## config.mk

```make
export PLATFORM = sky130hd
export DESIGN_NAME = vga_scan_ctrl
export DESIGN_NICKNAME = d
export VERILOG_FILES = /design/src/rtl/vga_scan_ctrl.sv
export SDC_FILE = /design/constraint.sdc
export NUM_CORES = 1
export LEC_CHECK = 0
export BUFFER_PORTS_ARGS = -buffer_cell sky130_fd_sc_hd__buf_2
export CORE_ASPECT_RATIO = 0.5
export CORE_MARGIN = 5
export CORE_UTILIZATION = 60
export CTS_CLUSTER_DIAMETER = 40
export DETAILED_ROUTE_END_ITERATION = 10
export PLACE_DENSITY = 0.82
export SETUP_SLACK_MARGIN = 0.2
export SLEW_MARGIN = 0
export SYNTH_ARGS = -nofsm -noshare
export SYNTH_HDL_FRONTEND = slang
export SYNTH_SLANG_ARGS = --single-unit
```

## constraint.sdc

```tcl
create_clock -name clk_V -period 12.7 [get_ports clk_V]
set_input_delay 2.54 -clock clk_V [delete_from_list [all_inputs] [get_ports clk_V]]
set_output_delay 2.54 -clock clk_V [all_outputs]
set_load 0.1 [all_outputs]
```

## src/rtl/vga_scan_ctrl.sv

```systemverilog
// VGA scan controller: timing counters, RAM address generation and latency-matched colour output.
// Optional build macro VGA_TEST_PATTERN_EN adds a test_mode input selecting an 8-bar colour pattern.
module vga_scan_ctrl #(
    parameter int unsigned H_ACTIVE   = 640,
    parameter int unsigned H_FP       = 16,
    parameter int unsigned H_SYNC     = 96,
    parameter int unsigned H_BP       = 48,
    parameter int unsigned V_ACTIVE   = 480,
    parameter int unsigned V_FP       = 10,
    parameter int unsigned V_SYNC     = 2,
    parameter int unsigned V_BP       = 33,
    parameter bit          SYNC_POL   = 1'b0,
    parameter int unsigned PIC_W      = 640,
    parameter int unsigned PIC_H      = 480,
    parameter int unsigned SCALE      = 1,
    parameter int unsigned RAM_LAT    = 1,
    parameter int unsigned ADDR_W     = 19,
    parameter logic [11:0] BORDER_RGB = 12'h000
) (
    input  logic              clk_V,
    input  logic              rst_n,
    input  logic              blank,
    input  logic [11:0]       pic_data_in,
`ifdef VGA_TEST_PATTERN_EN
    input  logic              test_mode,
`endif
    output logic [ADDR_W-1:0] ram_addr,
    output logic              HSYNC_V,
    output logic              VSYNC_V,
    output logic [3:0]        RED_V,
    output logic [3:0]        GREEN_V,
    output logic [3:0]        BLUE_V,
    output logic              de,
    output logic              frame_start
);

    localparam int unsigned H_TOTAL  = H_SYNC + H_BP + H_ACTIVE + H_FP;
    localparam int unsigned V_TOTAL  = V_SYNC + V_BP + V_ACTIVE + V_FP;
    localparam int unsigned HA_START = H_SYNC + H_BP;
    localparam int unsigned VA_START = V_SYNC + V_BP;
    localparam int unsigned HW       = $clog2(H_TOTAL);
    localparam int unsigned VW       = $clog2(V_TOTAL);
    localparam int unsigned PIPE     = 1 + RAM_LAT;
    localparam int unsigned SH       = (SCALE == 2) ? 1 : 0;

    logic [HW-1:0]     h_cnt_q, h_cnt_d;
    logic [VW-1:0]     v_cnt_q, v_cnt_d;
    logic [ADDR_W-1:0] ram_addr_q, ram_addr_d;
    logic [PIPE-1:0]   hs_p_q, vs_p_q, de_p_q, img_p_q, fs_p_q, blank_p_q;
    logic [PIPE-1:0]   hs_p_d, vs_p_d, de_p_d, img_p_d, fs_p_d, blank_p_d;
    logic [11:0]       rgb_q, rgb_d;
    logic              hsync_q, hsync_d, vsync_q, vsync_d, de_q, fs_q;

    logic [31:0] h_i, v_i, ax, ay, addr_full;
    logic        h_act, v_act, in_img;

    always_comb begin
        h_cnt_d = h_cnt_q + 1'b1;
        v_cnt_d = v_cnt_q;
        if (32'(h_cnt_q) == H_TOTAL - 1) begin
            h_cnt_d = '0;
            v_cnt_d = (32'(v_cnt_q) == V_TOTAL - 1) ? '0 : v_cnt_q + 1'b1;
        end
    end

    always_comb begin
        h_i       = 32'(h_cnt_q);
        v_i       = 32'(v_cnt_q);
        ax        = h_i - HA_START;
        ay        = v_i - VA_START;
        h_act     = (h_i >= HA_START) && (h_i < HA_START + H_ACTIVE);
        v_act     = (v_i >= VA_START) && (v_i < VA_START + V_ACTIVE);
        in_img    = h_act && v_act && (ax < PIC_W * SCALE) && (ay < PIC_H * SCALE);
        addr_full = (ay >> SH) * PIC_W + (ax >> SH);
        // Address only moves inside the image so the RAM sees no spurious reads in borders.
        ram_addr_d = in_img ? addr_full[ADDR_W-1:0] : ram_addr_q;
        hs_p_d     = {hs_p_q[PIPE-2:0], h_i < H_SYNC};
        vs_p_d     = {vs_p_q[PIPE-2:0], v_i < V_SYNC};
        de_p_d     = {de_p_q[PIPE-2:0], h_act && v_act};
        img_p_d    = {img_p_q[PIPE-2:0], in_img};
        fs_p_d     = {fs_p_q[PIPE-2:0], (h_i == 0) && (v_i == 0)};
        blank_p_d  = {blank_p_q[PIPE-2:0], blank};
    end

`ifdef VGA_TEST_PATTERN_EN
    localparam logic [7:0][11:0] BAR_RGB = {12'h000, 12'h00F, 12'hF00, 12'hF0F,
                                            12'h0F0, 12'h0FF, 12'hFF0, 12'hFFF};
    logic [PIPE-1:0][2:0] bar_p_q;

    always_ff @(posedge clk_V or negedge rst_n) begin
        if (!rst_n) bar_p_q <= '0;
        else        bar_p_q <= {bar_p_q[PIPE-2:0], ax[9:7]};
    end
`endif

    always_comb begin
        rgb_d = 12'h000;
        if (de_p_q[PIPE-1] && !blank_p_q[PIPE-1]) begin
            rgb_d = img_p_q[PIPE-1] ? pic_data_in : BORDER_RGB;
`ifdef VGA_TEST_PATTERN_EN
            if (test_mode && img_p_q[PIPE-1]) rgb_d = BAR_RGB[bar_p_q[PIPE-1]];
`endif
        end
        hsync_d = hs_p_q[PIPE-1] ? SYNC_POL : ~SYNC_POL;
        vsync_d = vs_p_q[PIPE-1] ? SYNC_POL : ~SYNC_POL;
    end

    always_ff @(posedge clk_V or negedge rst_n) begin
        if (!rst_n) begin
            h_cnt_q    <= '0;
            v_cnt_q    <= '0;
            ram_addr_q <= '0;
            hs_p_q     <= '0;
            vs_p_q     <= '0;
            de_p_q     <= '0;
            img_p_q    <= '0;
            fs_p_q     <= '0;
            blank_p_q  <= '0;
            rgb_q      <= '0;
            hsync_q    <= ~SYNC_POL;
            vsync_q    <= ~SYNC_POL;
            de_q       <= 1'b0;
            fs_q       <= 1'b0;
        end else begin
            h_cnt_q    <= h_cnt_d;
            v_cnt_q    <= v_cnt_d;
            ram_addr_q <= ram_addr_d;
            hs_p_q     <= hs_p_d;
            vs_p_q     <= vs_p_d;
            de_p_q     <= de_p_d;
            img_p_q    <= img_p_d;
            fs_p_q     <= fs_p_d;
            blank_p_q  <= blank_p_d;
            rgb_q      <= rgb_d;
            hsync_q    <= hsync_d;
            vsync_q    <= vsync_d;
            de_q       <= de_p_q[PIPE-1];
            fs_q       <= fs_p_q[PIPE-1];
        end
    end

    assign ram_addr    = ram_addr_q;
    assign HSYNC_V     = hsync_q;
    assign VSYNC_V     = vsync_q;
    assign RED_V       = rgb_q[11:8];
    assign GREEN_V     = rgb_q[7:4];
    assign BLUE_V      = rgb_q[3:0];
    assign de          = de_q;
    assign frame_start = fs_q;

endmodule

```

==> metrics.yaml, run 1 <==
outcome:
  status: "finished, final reports clean"
synth:
  ys_seq_elements: 67
  synthArstFlopShare: 1.00
  synthFlopType: "dfrtp_1"
  yosysWarnings: 0
  syn_inst: 385
  syn-cell-area_um2: 4030
  ys_types: 53
  avgSynthCellArea_um2: 10.5
  ys_seq_area_frac: 0.417
  synth_nets: 438
  synth_edf_count: 0
job:
  maxCapViolCount: 0
timing:
  worst_pin_slew_ns: 1.15
  rsz0062_at_grt: "no"
  skew_ns: 0.00586
  post-route-period-util: 0.349
  max_slew_margin: 0.230
  tns_ns: 0
  slew_violations: 0
  setup_violations: 0
  final_hold_viol_count: 0
  fmax_mhz: 226
  period_needed_ns: 4.43
layout:
  nNetsFinal: 482
  antenna_cells: 0
  drive_gt1_frac: 0.212
  fin_area_um2: 4590
  syn_to_final_growth_pct: 13.9
floorplanning:
  row_count: 21
  die_h_um: 67.9
  die_area_um2: 8550
  boundaryPins: 50
  start_util: 0.611
  coreArea_um2: 6600
  fp.dieW_um: 126
placed_design:
  dpl_cell_area_um2: 4270
  hpwl_mm: 5.78
  gp_congestion: 0.851
  io_buffers: 49
worst_setup_path:
  cp_top_family: "compound AO/OA/AOI/OAI gates"
  required_ns: 12.92
  critPathKind: "flip-flop to flip-flop"
  r2r_start: "v_cnt_q[0]"
  reg2reg_depth: 17
  crit_chain: "ha_1 -> nor3_1 -> xnor2_1 -> inv_1 -> ha_1 -> ha_1 -> a21o_1 -> a21oi_1 -> xnor2_1 -> ha_1 -> a2111oi_0 -> o21ai_1 -> a31o_2 -> a21oi_1 -> a21oi_1 -> xor2_1 -> mux2_4"
  arrival_ns: 4.65
  path_max_fanout: 7
  critPathSlowestCell: "dfrtp_1"
  start_kind: "flip-flop"
  r2r_setup_slack_ns: 8.27
  cp-end-kind: "flip-flop"
  critical_path.max_stage_delay_ns: 0.45
  path_buf_inv: 1
  crit-reg2reg-capture: "ram_addr[18]"
  critPathMostFrequentCell: "ha_1"
clock_network:
  cts-resized-gates: 0
  cts_tree: "yes"
  clockBufferDepth: 2
  clock-sinks: 67
  cts_inserted_buffers: 9
  ctsHoldBuffers: 0
  root_buffer: "clkbuf_16"
  clk_latency_ns: 0.33
  h-tree-depth: 3
  cts_setup_buffers: 0
  path_clk_slew_ns: 0.06
drt:
  routed_wl_mm: 8.60
  vias_per_cell: 5.62
  drt-initial-drc-count: 204
  drc: 0
  antenna_left: 0
  vias: 2954
  drtPass1Iterations: 5
  avgRoutedWirePerCell_um: 16.4
power:
  leakagePower_nw: 2.35
  irDropWorstVdd_uv: 85.6
  powerDensity_nw_per_um2: 107
  intPower_w: 0.000389
  pwr-share-clk: 0.552
  p_sw_frac: 0.210
  pwr-share-comb: 0.013
  p_switching_w: 0.000104
  pwr-share-seq: 0.434
grt:
  grt_pass1_wl_mm: 14.3
  grt_usage: 0.214
  grt_max_degree: 68
  grt_overflow_total: 0
  antenna_found_initial: 0
  grt_pass1_vias: 2946
worst_hold_path:
  hold_class: "flip-flop to flip-flop"
  hold_depth: 1
  hp-start: "vs_p_q[1]"
  min_to: "VSYNC_V"
==> area by class of cell <==
type | count | area [um2]
clock buffer | 9 | 225
clock inverter | 7 | 100
fill | 453 | 2000
inverter | 23 | 86.3
multi-input combinational | 278 | 2130
sequential | 67 | 1680
tap | 92 | 115
timing repair buffer | 50 | 253
==> cell families (layout without fill, tap and decap cells) <==
family | Yosys count | after routing | synth area share
muxes | 19 | 19 | 0.0683
adders and majority gates | 38 | 38 | 0.122
and+or+nand+nor | 121 | 121 | 0.150
DFF | 67 | 67 | 0.417
buffers and inverters | 40 | 89 | 0.0540
AOI/OAI and AO/OA | 55 | 55 | 0.0916
xor gates and xnor gates | 45 | 45 | 0.0978
==> cells in the final DEF, fill, tap and decap left out, types with 2 or more instances in the layout <==
cell type   instances
dfrtp_1            65
buf_2              49
ha_1               36
nor2_1             33
xnor2_1            25
nand2_1            24
inv_1              22
xor2_1             20
mux2_4             17
and2_1             15
a21oi_1            13
o21ai_0            13
nand3_1            11
clkbuf_16           9
nand4_1             7
nor3_1              6
nor2b_1             5
or3_1               4
and3_1              4
nor4_1              4
a21o_1              3
a211oi_1            3
o21a_1              3
dfstp_2             2
nor3b_1             2
o21bai_1            2
o211ai_1            2
nand2b_1            2
mux2i_1             2
fa_1                2
clkinvlp_4          2
bufinv_16           2
==> synth_stat cells, types with 6 or more instances <==
| library cell | instances | area share |
|---|---|---|
| dfrtp_1 | 65 | 0.40 |
| ha_1 | 36 | 0.11 |
| nor2_1 | 33 | 0.031 |
| xnor2_1 | 25 | 0.054 |
| nand2_1 | 24 | 0.022 |
| inv_1 | 22 | 0.020 |
| xor2_1 | 20 | 0.043 |
| mux2_4 | 17 | 0.063 |
| and2_1 | 15 | 0.023 |
| a21oi_1 | 13 | 0.016 |
| o21ai_0 | 13 | 0.016 |
| nand3_1 | 11 | 0.014 |
| nand4_1 | 7 | 0.011 |
| buf_6 | 6 | 0.017 |
| nor3_1 | 6 | 0.0075 |
==> metrics by stage <==
| stage | hold WS [ns] | std cells | util | setup WS, ns | power, W |
|---|---|---|---|---|---|
| after floorplan | 0.331 | 385 | - | 8.55 | 0.000218 |
| after global placement | 0.333 | 510 | 0.647 | 8.45 | 0.000224 |
| after detailed placement | 0.341 | 510 | 0.647 | 8.32 | 0.000224 |
| after CTS | 0.350 | 526 | 0.696 | 8.31 | 0.000497 |
| after global routing | 0.361 | 526 | 0.696 | 7.90 | 0.000507 |
| final | 0.351 | 526 | 0.696 | 8.27 | 0.000493 |
==> flip-flops by register name, indices dropped and copies added, names as in the netlist <==
signal       count
HSYNC_V          1
VSYNC_V          1
blank_p_q        2
de               1
de_p_q           2
frame_start      1
fs_p_q           2
h_cnt_q         10
hs_p_q           2
img_p_q          2
ram_addr        19
rgb_q           12
v_cnt_q         10
vs_p_q           2
==> power by group through the flow <==
stage | clock (W) | combinational [W] | sequential (W)
after floorplan | 0 | 0.0000000294 | 0.000218
after global placement | 0 | 0.00000634 | 0.000218
after detailed placement | 0 | 0.00000640 | 0.000218
after CTS | 0.000276 | 0.00000674 | 0.000214
after global routing | 0.000285 | 0.00000775 | 0.000214
final | 0.000272 | 0.00000643 | 0.000214
==> layer usage <==
metal / wire [um] / share of wire / track usage / vias to the layer above
met5: 0 / 0 / 0 / -
met4: 176 / 0.020 / 0.0909 / 0
met3: 559 / 0.065 / 0.0592 / 17
met2: 4190 / 0.49 / 0.378 / 113
met1: 3670 / 0.43 / 0.252 / 1414
li1: - / - / - / 1410
==> worst max-delay path by stage <==
stage	start	slack (ns)	depth (start not counted)	end
2_1_floorplan	v_cnt_q[0]	8.55	18	ram_addr[18]
3_3_place_gp	v_cnt_q[0]	8.45	17	ram_addr[18]
3_5_place_dp	v_cnt_q[0]	8.32	17	ram_addr[18]
4_1_cts	v_cnt_q[0]	8.31	17	ram_addr[18]
5_1_grt	v_cnt_q[0]	7.90	17	ram_addr[18]
6_report	v_cnt_q[0]	8.27	17	ram_addr[18]
(Power assumes the default switching activity.)
==> inputs of run 2 (changes only) <==
Settings changed: ABC_AREA from default to 1, CORE_UTILIZATION 60 to 59, PLACE_DENSITY 0.82 to 0.8.
Clock period 12.7 ns to 4.1 ns, I/O delays scaled along.
==> run 2 against run 1 <==
Effect of this change: sequential power increased to 3.1 times the previous value; worst hold slack lost 0.0066 ns; synthesized cell count is 45% higher; non-clock buffer count rose by 9; critical path depth grew 2; global-route usage up 0.29 points; critical endpoint is now ram_addr[17]; largest cell class unchanged.
==> metrics.yaml, run 2 <==
worst_setup_path:
  critical_path.max_stage_delay_ns: 0.43  # was 0.45 ns
  critPathMostFrequentCell: "nand2_1"  # was ha_1
  path_buf_inv: 0  # was 1
  cp-end-kind: "flip-flop"  # unchanged
  cp_top_family: "adder cells"  # was compound AO/OA/AOI/OAI gates
  path_max_fanout: 6  # was 7
  critPathKind: "flip-flop to flip-flop"  # unchanged
  r2r_start: "v_cnt_q[0]"  # unchanged
  startpoint: "v_cnt_q[0]"  # unchanged
  arrival_ns: 3.90  # was 4.65 ns
  critPathSlowestCell: "dfrtp_1"  # unchanged
  required_ns: 4.32  # was 12.92 ns
  crit_chain: "nand2_1 -> nand2_1 -> nand2_1 -> o21ai_2 -> ha_1 -> ha_1 -> fa_1 -> nand3_1 -> nand3_2 -> a31oi_2 -> xnor2_1 -> ha_1 -> a21oi_1 -> a21boi_0 -> nand3_1 -> nand2_1 -> nand2_1 -> nand3_2 -> nand2_1"  # was ha_1 -> nor3_1 -> xnor2_1 -> inv_1 -> ha_1 -> ha_1 -> a21o_1 -> a21oi_1 -> xnor2_1 -> ha_1 -> a2111oi_0 -> o21ai_1 -> a31o_2 -> a21oi_1 -> a21oi_1 -> xor2_1 -> mux2_4
  start_kind: "flip-flop"  # unchanged
drt:
  avgRoutedWirePerCell_um: 13.8  # was 16.4 um
  antenna_left: 0  # unchanged
  vias: 3730  # was 2954
  drtPass1Iterations: 5  # unchanged
  vias_per_cell: 5.20  # was 5.62
  routed_wl_mm: 9.90  # was 8.60 mm
  drc: 0  # unchanged
  drt-initial-drc-count: 380  # was 204
synth:
  yosysWarnings: 0  # unchanged
  synthFlopType: "dfrtp_1"  # unchanged
  synthArstFlopShare: 1.00  # unchanged
  ys_seq_elements: 67  # unchanged
  synth_nets: 610  # was 438
  syn-cell-area_um2: 4340  # was 4030 um2
  yosysMostFrequentCell: "nand2_1"  # was dfrtp_1
  ys_seq_area_frac: 0.387  # was 0.417
  synth.top_cell.area_share: 0.375  # was 0.404
  syn_inst: 557  # was 385
  synth_common_cells: "nand2_1 (152), inv_1 (78), dfrtp_1 (65)"  # was dfrtp_1 (65), ha_1 (36), nor2_1 (33)
  synth_edf_count: 0  # unchanged
  ys_types: 36  # was 53
  avgSynthCellArea_um2: 7.79  # was 10.5 um2
  synth_area_leaders: "dfrtp_1 (37%), nand2_1 (13%), ha_1 (10%), inv_1 (6.7%), nand3_1 (4.8%)"  # was dfrtp_1 (40%), ha_1 (11%), mux2_4 (6.3%), xnor2_1 (5.4%), xor2_1 (4.3%)
  yosys.area.top_type: "dfrtp_1"  # unchanged
clock_network:
  clock-sinks: 67  # unchanged
  h-tree-depth: 3  # unchanged
  ctsHoldBuffers: 0  # unchanged
  cts_tree: "yes"  # unchanged
  clockBufferDepth: 2  # unchanged
  cts_inserted_buffers: 9  # unchanged
  clk_latency_ns: 0.33  # about the same
  root_buffer: "clkbuf_16"  # unchanged
  path_clk_slew_ns: 0.06  # about the same
grt:
  grt_usage: 0.216  # was 0.214
  grt_pass1_wl_mm: 16.4  # was 14.3 mm
  grt_overflow_total: 0  # unchanged
  antenna_found_initial: 0  # unchanged
  grt_pass1_vias: 3494  # was 2946
  grt_max_degree: 49  # was 68
timing:
  fmax_mhz: 272  # was 226 MHz
  setup_violations: 0  # unchanged
  tns_ns: 0  # unchanged
  max_slew_margin: 0.298  # was 0.230
  post-route-period-util: 0.898  # was 0.349
  worst_pin_slew_ns: 1.05  # was 1.15 ns
  rsz0062_at_grt: "no"  # unchanged
  final_hold_viol_count: 0  # unchanged
  period_needed_ns: 3.68  # was 4.43 ns
  slew_violations: 0  # unchanged
  skew_ns: 0.00510  # was 0.00586 ns
floorplanning:
  fp.dieW_um: 131  # was 126 um
  coreArea_um2: 7240  # was 6600 um2
  die_h_um: 70.6  # was 67.9 um
  boundaryPins: 50  # unchanged
  start_util: 0.599  # was 0.611
  die_area_um2: 9270  # was 8550 um2
  row_count: 22  # was 21
layout:
  layout_common_cells: "nand2_1 (151), inv_1 (78), dfrtp_1 (61)"  # was dfrtp_1 (65), buf_2 (49), ha_1 (36)
  drive_gt1_frac: 0.198  # was 0.212
  final_common_cell: "nand2_1"  # was dfrtp_1
  antenna_cells: 0  # unchanged
  fillers: 595  # was 453
  nNetsFinal: 669  # was 482
  largest_reg_flops: 19  # unchanged
  syn_to_final_growth_pct: 17.0  # was 13.9%
power:
  irDropWorstVdd_uv: 219  # was 85.6 uV
  p_total_w: 0.00140  # was 0.000493 W
  leakagePower_nw: 2.88  # was 2.35 nW
  powerDensity_nw_per_um2: 276  # was 107 nW/um2
placed_design:
  io_buffers: 49  # unchanged
  hpwl_mm: 7.30  # was 5.78 mm
  gp_congestion: 0.921  # was 0.851
job:
  maxCapViolCount: 0  # unchanged
worst_hold_path:
  hp-start: "blank_p_q[0]"  # was vs_p_q[1]
  hold_class: "flip-flop to flip-flop"  # unchanged
outcome:
  status: "finished, final reports clean"  # unchanged
## run 2: cell types whose count changed after synthesis, moves of 14 or more
cell and delta:
and2_1 -14, nor2_1 +22, nand3_1 +31, xnor2_1 -16, inv_1 +56, mux2_4 -17, nand2_1 +128
## run 2: cells by family after synthesis
logic type,after synthesis,share of synthesized area
fa+ha+maj,38,0.113
flops,67,0.387
buf+inv,94,0.0923
xor+xnor,23,0.0508
simple gates,289,0.301
compound gates,46,0.0562
## run 2: what timing repair did
action | 4_1_cts | 5_1_grt
endpoints found under the setup margin | 0 | 4
setup buffers | 0 | 6
gates resized for setup | 0 | 23
## run 2: layer usage
metal  global-route usage  share of wire
met3               0.0547          0.048
met4               0.0718          0.019
met5                    0              0
met2                0.334           0.45
met1                0.301           0.49
## run 2: final timing paths
| path | slack (ns) | endpoint | depth (start not counted) |
|---|---|---|---|
| min | 0.34 | blank_p_q[1] | 0 |
| max reg2reg | 0.42 | ram_addr[17] | 19 |
| min reg2reg | 0.34 | blank_p_q[1] | 0 |
| max in group asynchronous | 2.56 | ram_addr[18] | 2 |
| max | 0.42 | ram_addr[17] | 19 |
| min in group asynchronous | 0.67 | v_cnt_q[7] | 1 |
## run 2: cell type report
class | instances | area [um2] | share of cell area
timing repair buffer | 59 | 320 | 0.0631
inverter | 83 | 314 | 0.0619
tap | 96 | 120 | 0.0237
clock buffer | 11 | 243 | 0.0478
sequential | 67 | 1680 | 0.332
multi-input combinational | 396 | 2360 | 0.464
clock inverter | 5 | 37.5 | 0.00740
## run 2: worst reg2reg max path, stage by stage, from the launching register on
cell      delay (ns)
dfrtp_1         0.43
nand2_1         0.17
nand2_1         0.11
nand2_1         0.11
o21ai_2         0.08
ha_1            0.32
ha_1            0.23
fa_1            0.41
nand3_1         0.13
nand3_2         0.14
a31oi_2         0.23
xnor2_1         0.17
ha_1            0.28
a21oi_1         0.13
a21boi_0        0.26
nand3_1         0.11
nand2_1         0.07
nand2_1         0.06
nand3_2         0.06
nand2_1         0.06
## run 2: power by group
part	total, W	switching (W)	internal (W)
Combinational	0.0000217	0.0000154	0.00000623
Clock	0.000715	0.000287	0.000427
Sequential	0.000663	0.000000190	0.000663
## run 2: stage by stage
| step | setup WS [ns] | hold WS [ns] | utilization | cells | cell area [um2] |
|---|---|---|---|---|---|
| floorplan | 0.732 | 0.331 | - | 557 | 4340 |
| global placement | 0.409 | 0.332 | 0.642 | 695 | 4640 |
| detailed placement | 0.317 | 0.335 | 0.642 | 695 | 4640 |
| CTS | 0.292 | 0.347 | 0.680 | 711 | 4920 |
| global route | 0.115 | 0.351 | 0.701 | 717 | 5070 |
| finish | 0.419 | 0.344 | 0.701 | 717 | 5070 |
